$ cat src/rtl/stim_gen_pkg.sv
// Shared types and constants for the N-channel write-stimulus generator.
package stim_gen_pkg;

    typedef enum logic [1:0] {
        IDLE   = 2'd0,
        ACTIVE = 2'd1,
        DONE   = 2'd2
    } ch_state_t;

    localparam logic [1:0] MODE_SINGLE = 2'd0;
    localparam logic [1:0] MODE_BURST  = 2'd1;
    localparam logic [1:0] MODE_CONT   = 2'd2;
    localparam logic [1:0] MODE_OFF    = 2'd3;

    // Modes that run a bounded pulse count and can therefore report completion.
    function automatic logic is_finite_mode(input logic [1:0] mode);
        return (mode == MODE_SINGLE) || (mode == MODE_BURST);
    endfunction

endpackage

$ cat src/rtl/stim_gen_ch.sv
// One stimulus channel: counting data, armed resync pair, pulse FSM and pulse counter.
module stim_gen_ch
    import stim_gen_pkg::*;
#(
    parameter int DW      = 8,
    parameter int BURST_W = 8
) (
    input  logic               clk_i,
    input  logic               reset_n,
    input  logic               freeze,
    input  logic               tick,
    input  logic               armed,
    input  logic [1:0]         cfg_mode,
    input  logic [BURST_W-1:0] cfg_burst,
    output logic               wen,
    output logic [DW-1:0]      data,
    output logic               fin
);

    localparam logic [BURST_W-1:0] REM_ONE  = BURST_W'(1);
    localparam logic [BURST_W-1:0] REM_ZERO = BURST_W'(0);

    ch_state_t          state_r;
    logic [1:0]         mode_r;
    logic [BURST_W-1:0] rem_r;
    logic [DW-1:0]      data_r;
    logic               s1_r;
    logic               s2_r;
    logic               wen_r;
    logic               trig_s;

    assign trig_s = s1_r & ~s2_r;

    // Channel state: everything moves only on unfrozen ticks; wen is a one-cycle strobe.
    always_ff @(posedge clk_i or negedge reset_n) begin
        if (!reset_n) begin
            state_r <= IDLE;
            mode_r  <= MODE_SINGLE;
            rem_r   <= REM_ZERO;
            data_r  <= '0;
            s1_r    <= 1'b0;
            s2_r    <= 1'b0;
            wen_r   <= 1'b0;
        end else if (freeze) begin
            wen_r <= 1'b0;
        end else begin
            wen_r <= 1'b0;
            if (tick) begin
                data_r <= data_r + DW'(1);
                s1_r   <= armed;
                s2_r   <= s1_r;
                case (state_r)
                    IDLE: begin
                        if (trig_s && (cfg_mode != MODE_OFF)) begin
                            state_r <= ACTIVE;
                            mode_r  <= cfg_mode;
                            if ((cfg_mode == MODE_SINGLE) || (cfg_burst == REM_ZERO)) begin
                                rem_r <= REM_ONE;
                            end else begin
                                rem_r <= cfg_burst;
                            end
                        end
                    end
                    ACTIVE: begin
                        // Continuous runs until the resynced arm drops; no pulse on exit.
                        if (mode_r == MODE_CONT) begin
                            if (!s2_r) begin
                                state_r <= IDLE;
                            end else begin
                                wen_r <= 1'b1;
                            end
                        end else begin
                            wen_r <= 1'b1;
                            rem_r <= rem_r - REM_ONE;
                            if (rem_r == REM_ONE) begin
                                state_r <= DONE;
                            end
                        end
                    end
                    DONE: begin
                        if (!s2_r) begin
                            state_r <= IDLE;
                        end
                    end
                    default: begin
                        state_r <= IDLE;
                    end
                endcase
            end
        end
    end

    assign wen  = wen_r;
    assign data = data_r;
    assign fin  = (state_r == DONE) && is_finite_mode(mode_r);

endmodule

$ cat src/rtl/stim_gen_nx1.sv
// N-channel write-stimulus generator: start-delay counter, per-channel generators,
// read-enable loop and completion flag, all in the single clk_i domain.
module stim_gen_nx1
    import stim_gen_pkg::*;
#(
    parameter int NCH     = 9,
    parameter int DW      = 8,
    parameter int CNT_W   = 16,
    parameter int BURST_W = 8
) (
    input  logic               clk_i,
    input  logic               reset_n,
    input  logic               freeze,
    input  logic [NCH-1:0]     ch_tick,
    input  logic               rd_tick,
    input  logic [CNT_W-1:0]   cfg_start,
    input  logic [1:0]         cfg_mode,
    input  logic [BURST_W-1:0] cfg_burst,
    input  logic               valid,
    output logic [NCH-1:0]     wen,
    output logic [NCH*DW-1:0]  data,
    output logic               ren,
    output logic               armed,
    output logic               done
);

    localparam logic [CNT_W-1:0] CYC_MAX = {CNT_W{1'b1}};

    logic [CNT_W-1:0] cyc_r;
    logic             armed_r;
    logic             ren_r;
    logic             done_r;
    logic [NCH-1:0]   fin_s;

    // Start-delay counter (saturating), armed compare, read-enable loop and done flag.
    always_ff @(posedge clk_i or negedge reset_n) begin
        if (!reset_n) begin
            cyc_r   <= '0;
            armed_r <= 1'b0;
            ren_r   <= 1'b0;
            done_r  <= 1'b0;
        end else if (freeze) begin
            cyc_r   <= cyc_r;
            armed_r <= armed_r;
            ren_r   <= ren_r;
            done_r  <= done_r;
        end else begin
            if (cyc_r != CYC_MAX) begin
                cyc_r <= cyc_r + CNT_W'(1);
            end
            armed_r <= (cyc_r > cfg_start);
            if (rd_tick) begin
                ren_r <= valid;
            end
            done_r <= &fin_s;
        end
    end

    for (genvar k = 0; k < NCH; k++) begin : g_ch
        stim_gen_ch #(
            .DW      (DW),
            .BURST_W (BURST_W)
        ) u_ch (
            .clk_i     (clk_i),
            .reset_n   (reset_n),
            .freeze    (freeze),
            .tick      (ch_tick[k]),
            .armed     (armed_r),
            .cfg_mode  (cfg_mode),
            .cfg_burst (cfg_burst),
            .wen       (wen[k]),
            .data      (data[k*DW +: DW]),
            .fin       (fin_s[k])
        );
    end

    assign armed = armed_r;
    assign ren   = ren_r;
    assign done  = done_r;

endmodule
$ cat config.mk
export PLATFORM = sky130hd
export DESIGN_NAME = stim_gen_nx1
export DESIGN_NICKNAME = d
export VERILOG_FILES = /design/src/rtl/stim_gen_pkg.sv /design/src/rtl/stim_gen_ch.sv /design/src/rtl/stim_gen_nx1.sv
export SDC_FILE = /design/constraint.sdc
export NUM_CORES = 1
export LEC_CHECK = 0
export ABC_CLOCK_PERIOD_IN_PS = 4750
export CAP_MARGIN = 10
export CORE_ASPECT_RATIO = 0.7
export CORE_UTILIZATION = 38
export DETAILED_ROUTE_END_ITERATION = 6
export PLACE_DENSITY = 0.67
export SLEW_MARGIN = 10
export SYNTH_ARGS = -nofsm -noshare
export SYNTH_HDL_FRONTEND = slang
export SYNTH_HIERARCHICAL = 1
export SYNTH_SLANG_ARGS = --single-unit
export TNS_END_PERCENT = 50
$ cat constraint.sdc
create_clock -name clk_i -period 4.75 [get_ports clk_i]
set_input_delay 0.7125 -clock clk_i [delete_from_list [all_inputs] [get_ports clk_i]]
set_output_delay 0.7125 -clock clk_i [all_outputs]
set_load 0.02 [all_outputs]
## Yosys cells after proc, flatten, opt, wreduce, memory -nomap -nowiden

Index checks and enable logic that the tools add are counted.

| storage, ports and cells | value |
|---|---|
| bits in registers | 226 |
| input bits | 40 |
| output and inout port bits | 84 |
| word-level logic and storage cells | 394 |

| operators by class | value |
|---|---|
| $add $sub $neg | 19 |
| magnitude comparators | 1 |
| equal/unequal tests | 74 |
| muxes and demuxes | 118 |
| bitwise gates (word level) | 19 |
| reductions and logical operators | 96 |

Operators with widths:

| cell | count |
|---|---|
| 2-to-1 mux 8 bit | 19 |
| case mux 8 bit (2 select lines) | 9 |
| adder 8 x 1 -> 8 bit, second input constant | 9 |
| equality test 8 x 1 -> 1 bit, second input constant | 9 |
| 2-to-1 mux 2 bit | 36 |
| AND reduction 4 bit | 18 |
| subtractor 8 x 1 -> 8 bit, second input constant | 9 |
| case mux 2 bit (3 select lines) | 9 |
| 2-to-1 mux 1 bit | 45 |
| AND reduction 5 bit | 9 |
| zero test 2 bit | 19 |
| equality test 2 x 1 -> 1 bit, second input constant | 18 |
| equality test 2 bit, second input constant | 18 |
| inequality test 3 x 1 -> 1 bit, second input constant | 9 |
| AND reduction 2 bit | 11 |
| inequality test 2 bit, second input constant | 10 |
| logical AND 1 bit | 18 |
| inequality test 2 x 1 -> 1 bit, second input constant | 9 |
| nonzero test 2 bit | 9 |
| adder 16 x 1 -> 16 bit, second input constant | 1 |
| greater-than comparator 16 bit | 1 |
| inequality test 16 bit, second input constant | 1 |
| logical OR 1 bit | 10 |
| inverter 1 bit | 10 |
| 3 further kinds | 11 |

## Longest topological paths before layout

| logic depth | value |
|---|---|
| depth after elaboration | 5 |
| gate-level depth with buffers | 6 |
| mapped depth without buffers | 6 |

## By module

Netlist, hierarchy kept.

Modules (own cells, without submodules):

| module | instances | cells each | area each (sq um) |
|---|---|---|---|
| stim_gen_ch (g_ch[0].u_ch ...) | 8 | 118 | 1202.4 |
| stim_gen_nx1 | 1 | 139 | 1345.0 |
| stim_gen_ch (g_ch[8].u_ch) | 1 | 120 | 1216.2 |

## Least setup slack after synthesis

Ideal clock, no wire load.

| path | value |
|---|---|
| kind | in2reg |
| from | input port freeze |
| to | register g_ch[8].u_ch.mode_r[0] |
| library setup time | 0.125 ns |
| data arrival time | 1.810 ns |
| setup slack | 2.816 ns |
| cell stages on the path | 4 |
| buffers on the path | 1 |
| path through | nand2b_1 > buf_6 > a211oi_2 > mux2_2 |

| between the ends | value |
|---|---|
| longest elaborated chain between the ends | 2 |

Ends and longest elaborated chain:

| element | line | RTL |
|---|---|---|
| start, declared | stim_gen_nx1.sv:13 | `input logic freeze,` |
| inverter 1 bit (no source line) | -- |  |
| AND reduction 4 bit (no source line) | -- |  |
| end signal, assigned | stim_gen_ch.sv:56 | `mode_r <= cfg_mode;` |
| end, declared | stim_gen_ch.sv:24 | `logic [1:0] mode_r;` |

No other way between the ends.
A chain may end at the register's enable or synchronous reset.

## Worst setup path after layout

| path | value |
|---|---|
| from | input port freeze |
| to | register g_ch[8].u_ch.rem_r[1] |

| between the ends | value |
|---|---|
| longest elaborated chain between the ends | 2 |

Ends and longest elaborated chain:

| element | line | RTL |
|---|---|---|
| inverter 1 bit (no source line) | -- |  |
| AND reduction 5 bit (no source line) | -- |  |
| end signal, assigned | stim_gen_ch.sv:60 | `rem_r <= cfg_burst;` |
| end signal, assigned | stim_gen_ch.sv:74 | `rem_r <= rem_r - REM_ONE;` |
| end, declared | stim_gen_ch.sv:25 | `logic [BURST_W-1:0] rem_r;` |

No other way between the ends.

==> summary.md <==
| Metric | Value |
|---|---|
| Via density | `5.55` |
| Fin Setup TNS | `0 ns` |
| Max-cap violations | `0` |
| Vias in the first global route | `9249` |
| Max Slew Vio Count | `0` |
| Ratio of cells with drive above 1 in the final layout | `under 10%` |
| FF-to-FF Start | `g_ch[8].u_ch/state_r[0]$_DFFE_PN0P_` |
| Critical path origin | `freeze` |
| Critical-path cell list | `clkdlybuf4s50_1, nand2b_1, nor3_1, nor2_2, mux2i_1` |
| Worst-Skew Late Latency | `0.54 ns` |
| # resized after CTS | `0` |
| First-pass GRT wire length | `between 40000 and 50000 um` |
| Number of buffers created by CTS | `25` |
| Period utilization | `between 50% and 60%` |
| DP Worst Slack | `1.41 ns` |
| Post-CTS setup buffers | `0` |
| Crit path max fanout | `12` |
| CTS clk-pin slew, worst paths | `0.06 ns` |
| Die area | `0.0328 mm^2` |
| Leakage | `6.33 nW` |
| Post-synth ARST share | `100%` |
| Worst hold path class | `primary input to async pin` |
| Max incr delay on CP | `0.91 ns` |
| Worst path required time | `5.15 ns` |
| Total power draw | `8.18 mW` |
| Io pins | `124` |
| Post-route DRC violation count | `0` |
| Run status | `finished, final reports clean` |
| Final Worst Setup Slack | `1.92 ns` |
| Worst reg-to-reg path cell count | `4` |
| Final Core Density | `46.8%` |
| Reg2reg setup slack | `2.69 ns` |
| Gpl congestion | `just over 0.8` |
| Clock Sinks | `226` |
| CTS Hold Buffers Added | `0` |
| Fmax | `0.353 GHz` |
| GRT Util Overall | `17.9%` |
| Initial core utilization | `38.9%` |
| Placed instance area | `between 0.01 and 0.015 mm^2` |
| RR Endpoint | `g_ch[8].u_ch/rem_r[1]$_DFFE_PN0P_` |
| Top-count cell post-synth | `dfrtp_1` |
| Netlist Area Pre-Place | `around 0.012 mm^2` |
| Critical path arrival | `3.23 ns` |
| Fin cells | `between 1.5k and 2k` |
| Final hold vios | `0` |
| Synth top area cells | `dfrtp_1, ha_1, o2bb2ai_1` |
| Post-Syn Instances | `around 1.2k` |
| Antenna violations before repair | `0` |
| Core area | `0.0314 mm^2` |
| Setup violators final | `0` |
| Root buffer cell | `clkbuf_16` |
| Rows | `54` |
| Synth warnings | `6` |
| Placed insts | `roughly 1.7k` |
| # diodes | `0` |
| Horiz. Die Dim | `between 200 and 250 um` |
| Fin Hold WS | `between 0.2 and 0.25 ns` |
| Vias | `9784` |
| P per Cell Area | `558 mW/mm^2` |
| Pre-antenna DRT Iters | `5` |
| Primary FF master, synth | `dfrtp_1` |
| PortBufs | `123` |
| Top cells by count, synth | `dfrtp_1, nand2_1, nor2_1, o21ai_0, a21oi_1` |
| Crit path launch type | `primary input` |
| Worst-case clock buffer depth | `3` |
| Distinct cells, synth | `57` |
| Worst setup endpoint | `g_ch[8].u_ch/rem_r[1]$_DFFE_PN0P_` |
| Post-synth top area cell | `dfrtp_1` |
| Wirelength per Cell | `16.7 um` |
| DIE HEIGHT | `approximately 150 um` |
| Synthesized net count | `between 1k and 1.5k` |
| Register area share after synthesis | `a little under half` |
| Routed WL | `about 29000 um` |
| Min Tclk post-route | `~2.8 ns` |
| Worst Skew | `0.00961 ns` |
| Grt ovf | `0` |
| Share of the synthesized area in the top cell type | `between 40% and 50%` |
| CP endpoint kind | `register` |
| CTS tree | `done` |
| ANT nets after route | `0` |
| FF+latch count, synth | `226` |
| Critical path type | `primary input to register` |
| Largest net degree at the start of global routing | `97` |
| CTS H-tree depth | `1` |
| Slew @ Worst Pin | `approximately 1.1 ns` |
| Fin nets | `approximately 1.4k` |
| RSZ-0062 raised after global routing | `false` |
| Number of flops mapped to enable cells by yosys | `0` |
| Max VDD drop | `0.000280 V` |
| Slowest-stage cell, CP | `clkdlybuf4s50_1` |
| Iteration-0 DRC Markers | `805` |
| Final Cell Area | `0.0147 mm^2` |
| Area growth syn-to-layout | `20.4%` |
| Post-DP HPWL | `19300 um` |
| Relative slew margins | `29.3%` |
| Syn Area/Cell | `~10 um^2` |
==> metal layers <==
layer	up-vias	wire length [um]	global-route usage, %
met5	-	0	0
met4	0	510	3.94
met3	49	1810	3.37
met2	310	12500	26.9
met1	4793	14500	26.6
li1	4632	-	-
==> state kept, by name (all words and copies together) (netlist names) <==
register and flops:
g_ch.u_ch/data 72, cyc_r 16, g_ch.u_ch/s1_r 9, done 1, g_ch.u_ch/s2_r 9, g_ch.u_ch/rem_r 72
ren 1, g_ch.u_ch/mode_r 18, armed 1, g_ch.u_ch/state_r 18, g_ch.u_ch/wen 9
==> how the worst min path moves through the flow <==
| stage | start | to | slack (ns) | depth (start not counted) |
|---|---|---|---|---|
| finish | reset_n | g_ch[0].u_ch/data[6]$_DFFE_PN0P_ | 0.21 | 1 |
| global route | reset_n | g_ch[0].u_ch/data[7]$_DFFE_PN0P_ | 0.26 | 1 |
| CTS | reset_n | g_ch[0].u_ch/data[6]$_DFFE_PN0P_ | 0.22 | 1 |
| detailed placement | g_ch[0].u_ch/data[7]$_DFFE_PN0P_ | g_ch[0].u_ch/data[7]$_DFFE_PN0P_ | 0.46 | 1 |
| global placement | g_ch[2].u_ch/data[7]$_DFFE_PN0P_ | g_ch[2].u_ch/data[7]$_DFFE_PN0P_ | 0.46 | 1 |
| floorplan | reset_n | armed$_DFFE_PN0N_ | 0.42 | 0 |
==> power breakdown <==
part           leakage [nW]  switching (mW)  total (mW)  internal (mW)
clock network         0.416           0.819        2.01           1.20
registers              2.88           0.726        3.32           2.60
logic                  3.04            1.46        2.84           1.38
==> worst max-delay path, delay by kind of cell <==
kind / cells / cell delay, ns
and+or+nand+nor: 3 / 1.43
buffers and inverters: 1 / 0.91
muxes: 1 / 0.18
==> cells in the final DEF (no fill, tap or decap), types with 30 or more instances in the layout <==
master / netlist / routed
dfrtp_1: 226 / 226
o2bb2ai_1: 54 / 54
mux2_2: 35 / 35
nor2_1: 69 / 69
ha_1: 44 / 44
xor2_1: 30 / 30
nor3_1: 31 / 31
inv_1: 50 / 50
nand2b_1: 43 / 43
clkdlybuf4s50_1: 0 / 122
xnor2_1: 46 / 46
nand2_1: 95 / 95
nor4_1: 38 / 38
o21ai_0: 65 / 65
a21oi_1: 63 / 63
==> layout make-up <==
class,instances,area [um^2]
repair buffers,138,1360
flip-flops and latches,226,5660
clock inverters,13,153
fillers,2947,16700
multi-input cells,882,6080
inverters,50,188
clock buffers,33,696
well taps,420,526
==> cells by family (layout without fill, tap and decap cells) <==
family                   count (synthesis)  in the layout  share of synthesized area (%)
XOR/XNOR                                76             76                           5.46
flip-flops                             226            226                           46.4
AO/OA/AOI/OAI                          278            278                           15.0
AND/OR/NAND/NOR                        430            430                           20.2
multiplexers                            54             54                           4.84
adder cells (fa/ha/maj)                 44             44                           4.52
buffers and inverters                   95            234                           3.62
No activity file was read; power rests on OpenSTA's default activity.
